==> config.mk <==
export PLATFORM = sky130hd
export DESIGN_NAME = rf_write_scheduler
export DESIGN_NICKNAME = d
export VERILOG_FILES = /design/src/rtl/rf_sched_pkg.sv /design/src/rtl/rf_wb_fifo.sv /design/src/rtl/rf_write_scheduler.sv
export SDC_FILE = /design/constraint.sdc
export NUM_CORES = 1
export LEC_CHECK = 0
export CORE_MARGIN = 5
export CORE_UTILIZATION = 40
export CTS_BUF_LIST = sky130_fd_sc_hd__clkbuf_2
export CTS_CLUSTER_SIZE = 28
export DETAILED_ROUTE_END_ITERATION = 7
export GPL_TIMING_DRIVEN = 0
export PLACE_DENSITY = 0.72
export SETUP_SLACK_MARGIN = 0.02
export SLEW_MARGIN = 10
export SYNTH_ARGS = -nofsm -noshare
export SYNTH_HDL_FRONTEND = slang
export SYNTH_SLANG_ARGS = --single-unit
==> constraint.sdc <==
create_clock -name clk -period 3.3 [get_ports clk]
set_input_delay 0.495 -clock clk [delete_from_list [all_inputs] [get_ports clk]]
set_output_delay 0.495 -clock clk [all_outputs]
set_load 0.01 [all_outputs]
==> src/rtl/rf_sched_pkg.sv <==
// Shared widths and the write-request payload for the register-file write scheduler.
package rf_sched_pkg;

  localparam int unsigned XLEN_D = 32;
  localparam int unsigned NREG_D = 32;
  localparam int unsigned RAW    = 5;

  typedef struct packed {
    logic [RAW-1:0]    rd;
    logic [XLEN_D-1:0] wd;
  } wr_req_t;

endpackage

==> src/rtl/rf_wb_fifo.sv <==
// Small FIFO of pending long-latency results waiting for a free Writeback port slot.
// Occupancy flags are kept in flops so full/empty are clean registered signals.
module rf_wb_fifo
  import rf_sched_pkg::*;
#(
  parameter int unsigned DEPTH = 2
) (
  input  logic    clk,
  input  logic    reset,
  input  logic    push_i,
  input  wr_req_t push_data_i,
  input  logic    pop_i,
  output logic    full_o,
  output logic    empty_o,
  output wr_req_t head_o
);

  localparam int unsigned PW = (DEPTH > 1) ? $clog2(DEPTH) : 1;
  localparam int unsigned CW = $clog2(DEPTH + 1);

  wr_req_t         mem_q [DEPTH];
  logic [PW-1:0]   wr_ptr_q, wr_ptr_d;
  logic [PW-1:0]   rd_ptr_q, rd_ptr_d;
  logic [CW-1:0]   count_q, count_d;
  logic            full_q, full_d;
  logic            empty_q, empty_d;
  logic            push_ok;
  logic            pop_ok;

  assign push_ok = push_i & ~full_q;
  assign pop_ok  = pop_i & ~empty_q;

  // Pointer and occupancy next-state; pointers wrap naturally since DEPTH is a power of 2.
  always_comb begin
    wr_ptr_d = wr_ptr_q;
    rd_ptr_d = rd_ptr_q;
    count_d  = count_q;
    if (push_ok) begin
      wr_ptr_d = wr_ptr_q + PW'(1);
    end
    if (pop_ok) begin
      rd_ptr_d = rd_ptr_q + PW'(1);
    end
    case ({push_ok, pop_ok})
      2'b10:   count_d = count_q + CW'(1);
      2'b01:   count_d = count_q - CW'(1);
      default: count_d = count_q;
    endcase
    full_d  = (count_d == CW'(DEPTH));
    empty_d = (count_d == CW'(0));
  end

  always_ff @(posedge clk or negedge reset) begin
    if (!reset) begin
      wr_ptr_q <= '0;
      rd_ptr_q <= '0;
      count_q  <= '0;
      full_q   <= 1'b0;
      empty_q  <= 1'b1;
    end else begin
      wr_ptr_q <= wr_ptr_d;
      rd_ptr_q <= rd_ptr_d;
      count_q  <= count_d;
      full_q   <= full_d;
      empty_q  <= empty_d;
    end
  end

  // Storage is datapath only; validity comes from the pointers.
  always_ff @(posedge clk) begin
    if (push_ok) begin
      mem_q[wr_ptr_q] <= push_data_i;
    end
  end

  assign full_o  = full_q;
  assign empty_o = empty_q;
  assign head_o  = mem_q[rd_ptr_q];

endmodule

==> src/rtl/rf_write_scheduler.sv <==
// Arbitrates the two register-file write ports between Execute, Writeback and a
// long-latency unit, and tracks pending long-latency destinations for decode stalls.
module rf_write_scheduler
  import rf_sched_pkg::*;
#(
  parameter int unsigned XLEN  = XLEN_D,
  parameter int unsigned NREG  = NREG_D,
  parameter int unsigned DEPTH = 2
) (
  input  logic            clk,
  input  logic            reset,
  input  logic            iss_valid,
  input  logic [RAW-1:0]  iss_rd,
  input  logic [RAW-1:0]  rs1,
  input  logic [RAW-1:0]  rs2,
  output logic            hazard_stall,
  input  logic            e_we,
  input  logic [RAW-1:0]  e_rd,
  input  logic [XLEN-1:0] e_wd,
  input  logic            w_we,
  input  logic [RAW-1:0]  w_rd,
  input  logic [XLEN-1:0] w_wd,
  input  logic            m_valid,
  input  logic [RAW-1:0]  m_rd,
  input  logic [XLEN-1:0] m_wd,
  output logic            m_ready,
  output logic            RegWE_E,
  output logic [RAW-1:0]  A3,
  output logic [XLEN-1:0] WD3,
  output logic            RegWE_W,
  output logic [RAW-1:0]  A4,
  output logic [XLEN-1:0] WD4,
  output logic            waw_err
);

  logic [NREG-1:0] busy_q, busy_d;
  logic            waw_q, waw_d;
  logic            fifo_full;
  logic            fifo_empty;
  logic            fifo_push;
  logic            commit;
  wr_req_t         fifo_head;
  wr_req_t         m_req;

  assign m_req     = '{rd: m_rd, wd: XLEN_D'(m_wd)};
  assign m_ready   = reset & ~fifo_full;
  assign fifo_push = m_valid & m_ready;
  // The FIFO head only gets the Writeback port when the Writeback stage leaves it idle.
  assign commit    = reset & ~w_we & ~fifo_empty;

  rf_wb_fifo #(
    .DEPTH (DEPTH)
  ) u_fifo (
    .clk         (clk),
    .reset       (reset),
    .push_i      (fifo_push),
    .push_data_i (m_req),
    .pop_i       (commit),
    .full_o      (fifo_full),
    .empty_o     (fifo_empty),
    .head_o      (fifo_head)
  );

  // Execute port passthrough, held quiet while reset is asserted.
  always_comb begin
    RegWE_E = 1'b0;
    A3      = '0;
    WD3     = '0;
    if (reset) begin
      RegWE_E = e_we;
      A3      = e_rd;
      WD3     = e_wd;
    end
  end

  // Writeback port mux; a head targeting x0 is consumed without a write.
  always_comb begin
    RegWE_W = 1'b0;
    A4      = '0;
    WD4     = '0;
    if (reset) begin
      if (w_we) begin
        RegWE_W = 1'b1;
        A4      = w_rd;
        WD4     = w_wd;
      end else if (!fifo_empty && (fifo_head.rd != '0)) begin
        RegWE_W = 1'b1;
        A4      = fifo_head.rd;
        WD4     = XLEN'(fifo_head.wd);
      end
    end
  end

  assign hazard_stall = reset & (busy_q[rs1] | busy_q[rs2] |
                                 (iss_valid & (busy_q[iss_rd] | fifo_full)));

  // Scoreboard: a same-cycle issue to the committing register keeps it busy.
  always_comb begin
    busy_d = busy_q;
    if (commit) begin
      busy_d[fifo_head.rd] = 1'b0;
    end
    if (iss_valid) begin
      busy_d[iss_rd] = 1'b1;
    end
    busy_d[0] = 1'b0;
  end

  always_comb begin
    waw_d = waw_q
          | (e_we & (e_rd != '0) & busy_q[e_rd])
          | (w_we & (w_rd != '0) & busy_q[w_rd]);
  end

  always_ff @(posedge clk or negedge reset) begin
    if (!reset) begin
      busy_q <= '0;
      waw_q  <= 1'b0;
    end else begin
      busy_q <= busy_d;
      waw_q  <= waw_d;
    end
  end

  assign waw_err = waw_q;

endmodule
==> flow_summary.toml <==
[layout]
fin_area_um2 = 8865
diodes = 0
layout_common_cells = "clkdlybuf4s50_1 (165), o21ai_0 (98), edfxtp_1 (74), nand2_1 (52), mux2i_1 (45)"
layoutNonFillerInstCount = 954
drive_gt1_frac = 0.1413
area_growth_pct = 42.15
layout_commonest_cell = "clkdlybuf4s50_1"
nets = 872

[sta]
final.period_utilization = 0.9409
drv_slew = 0
hold_violations = 0
relSlewSlack = 0.6539
finalWorstSetupSlack_ps = 195.0
clock.fmax_mhz = 322.1
rsz0062_at_grt = "no"
setup_viol = 0
final.setup_skew_ps = 35.63
worst_pin_slew_ps = 519.1
min_period_ps = 3105

[drt]
viasPerCell = 5.491
drt_wl_total_um = 19230
ant_nets = 0
initialDrtViolationCount = 407
drc = 0
vias = 5238
drt_pre_antenna_iters = 7
wl_per_cell_um = 20.16

[place]
place_ws_ps = -315.9
place_congestion = 0.8899
hpwl_um = 14430
port_buffers = 201
place_area_um2 = 8576
dp_cells = 928

[grt]
grtUsageTotal = 0.2122
grt_antenna_before_repair = 0
grt_max_degree = 33
grt_pass1_vias = 5597
grt_overflow_total = 0
grt_pass1_wl_um = 30260

[floorplan]
die_w_um = 134.9
start_util = 0.4087
io_pins = 211
die_height_um = 134.9
core_area_um2 = 15260
row_count = 45
die_area_um2 = 18190

[worst_setup_path]
path_delay_family = "multiplexers"
critPathRequiredTime_ps = 2800
critPathBufInv = 2
cp_max_fo = 3
path_class = "flip-flop to primary output"
cp_data_arrival_time_ps = 2610
slowest_delay_ps = 500
start_kind = "flip-flop"
crit_slowest_cell = "dfrtp_2"
path_cells = "buf_12, mux4_2, mux2_2, a2bb2oi_1, a32oi_1, a21boi_0, clkdlybuf4s15_1"
end_kind = "primary output"

[yosys]
netlist_area_um2 = 6236
syn_inst = 513
ys_seq_area_frac = 0.5090
netlist-cell-type-count = 49
yosys_warnings = 0
synthFlopType = "edfxtp_1"
synthArstFlopShare = 0.3393
avgSynthCellArea_um2 = 12.16
synth_nets = 646
synth_edf_count = 74
ys_seq_elements = 112

[run]
maxCapViolCount = 0

[cts]
clk_latency_ps = 610
ctsRootBufferMaster = "clkbuf_2"
h-tree-depth = 3
clkTransAtPathRegs_ps = 320
cts_tree = "built"
clock-sinks = 112
clock_path_buffers = 2
cts_made_buffers = 9

[outcome]
run_status = "completed"

[power]
p_leak_nw = 3.359
vdd_drop_max_mv = 0.2623
p_per_area_nw_per_um2 = 537.9

[min_path]
hold_class = "input pin to async pin"
repair_timing:
item / CTS / global route
endpoints found under the setup margin: 36 / 28
hold buffers: 3 / 0
resized for setup: 56 / 12
hold endpoints to repair: 37 / 0
buffers inserted: 8 / 1
pin swaps: 1 / 1
power breakdown:
| group | leakage (nW) | internal (W) | switching [W] |
|---|---|---|---|
| Clock | 0.0652 | 0.000118 | 0.000482 |
| Sequential | 1.11 | 0.00182 | 0.000330 |
| Combinational | 2.18 | 0.00109 | 0.000930 |
cells by family after synthesis:
group | synth area share
fa+ha+maj | 0.002006
buf+inv | 0.02588
xor+xnor | 0.007022
mux | 0.2185
compound gates | 0.1140
flops | 0.5090
simple gates | 0.1236
per-stage QoR:
stage / util / TNS (ps) / hold slack (ps) / total power [W]
6_report: 0.5810 / 0 / 362.7 / 0.004769
5_1_grt: 0.5810 / 0 / 319.2 / 0.005061
4_1_cts: 0.5786 / 0 / 337.9 / 0.004752
3_5_place_dp: 0.5620 / -3221 / 382.7 / 0.004060
3_3_place_gp: 0.5579 / -241280 / 457.9 / 0.003962
2_1_floorplan: - / 0 / 199.4 / 0.003217
cells in the mapped netlist, drive strengths merged, types with 9 or more instances:
master / instances / area, um^2
clkbuf: 13 / 52.55
dfrtp: 37 / 925.9
nand2: 52 / 195.2
nand3: 9 / 50.05
mux2i: 48 / 480.5
buf: 14 / 82.58
mux4: 35 / 814.5
nor2: 11 / 41.29
and2: 39 / 244.0
nor2b: 10 / 62.56
o21ai: 100 / 500.5
edfxtp: 74 / 2222
sequential cells by signal (all words and copies together) (netlist names):
register	cells
u_fifo.count_q	2
u_fifo.mem_q	74
u_fifo.empty_o	1
u_fifo.rd_ptr_q	1
busy_q	31
u_fifo.full_o	1
waw_err	1
u_fifo.wr_ptr_q	1
worst register-to-register path, delay by kind of cell, from the launching register on:
kind	cells	cell delay [ps]
DFF	1	500
AOI/OAI and AO/OA	1	70
muxes	2	940
buffers and inverters	2	270
and+or+nand+nor	2	230
layout make-up:
cell class	instances	area, um^2
buffer	26	156.4
clock buffer	9	45.04
clock inverter	6	63.81
fill	1294	6394
inverter	7	26.28
multi-input combinational	367	2978
sequential	112	3179
tap	211	264.0
timing repair buffer	216	2152
final timing paths:
check / from / end / slack [ps] / cells past startpoint
max: busy_q[26]$_DFF_PN0_ / hazard_stall / 190 / 7
min: reset / waw_err$_DFF_PN0_ / 360 / 2
max reg2reg: busy_q[26]$_DFF_PN0_ / waw_err$_DFF_PN0_ / 1240 / 7
min reg2reg: waw_err$_DFF_PN0_ / waw_err$_DFF_PN0_ / 520 / 2
max in group asynchronous: reset / busy_q[14]$_DFF_PN0_ / 2370 / 4
min in group clk: m_wd[3] / u_fifo.mem_q[0][3]$_DFFE_PP_ / 420 / 1
metal layers:
metal	GRT usage	share of wire	up-vias
met1	0.2684	0.40	2528
met3	0.06483	0.097	24
met2	0.3535	0.49	287
met5	0	0	-
met4	0.06052	0.016	0
li1	-	-	2399
Power figures use the tool's default switching activity.
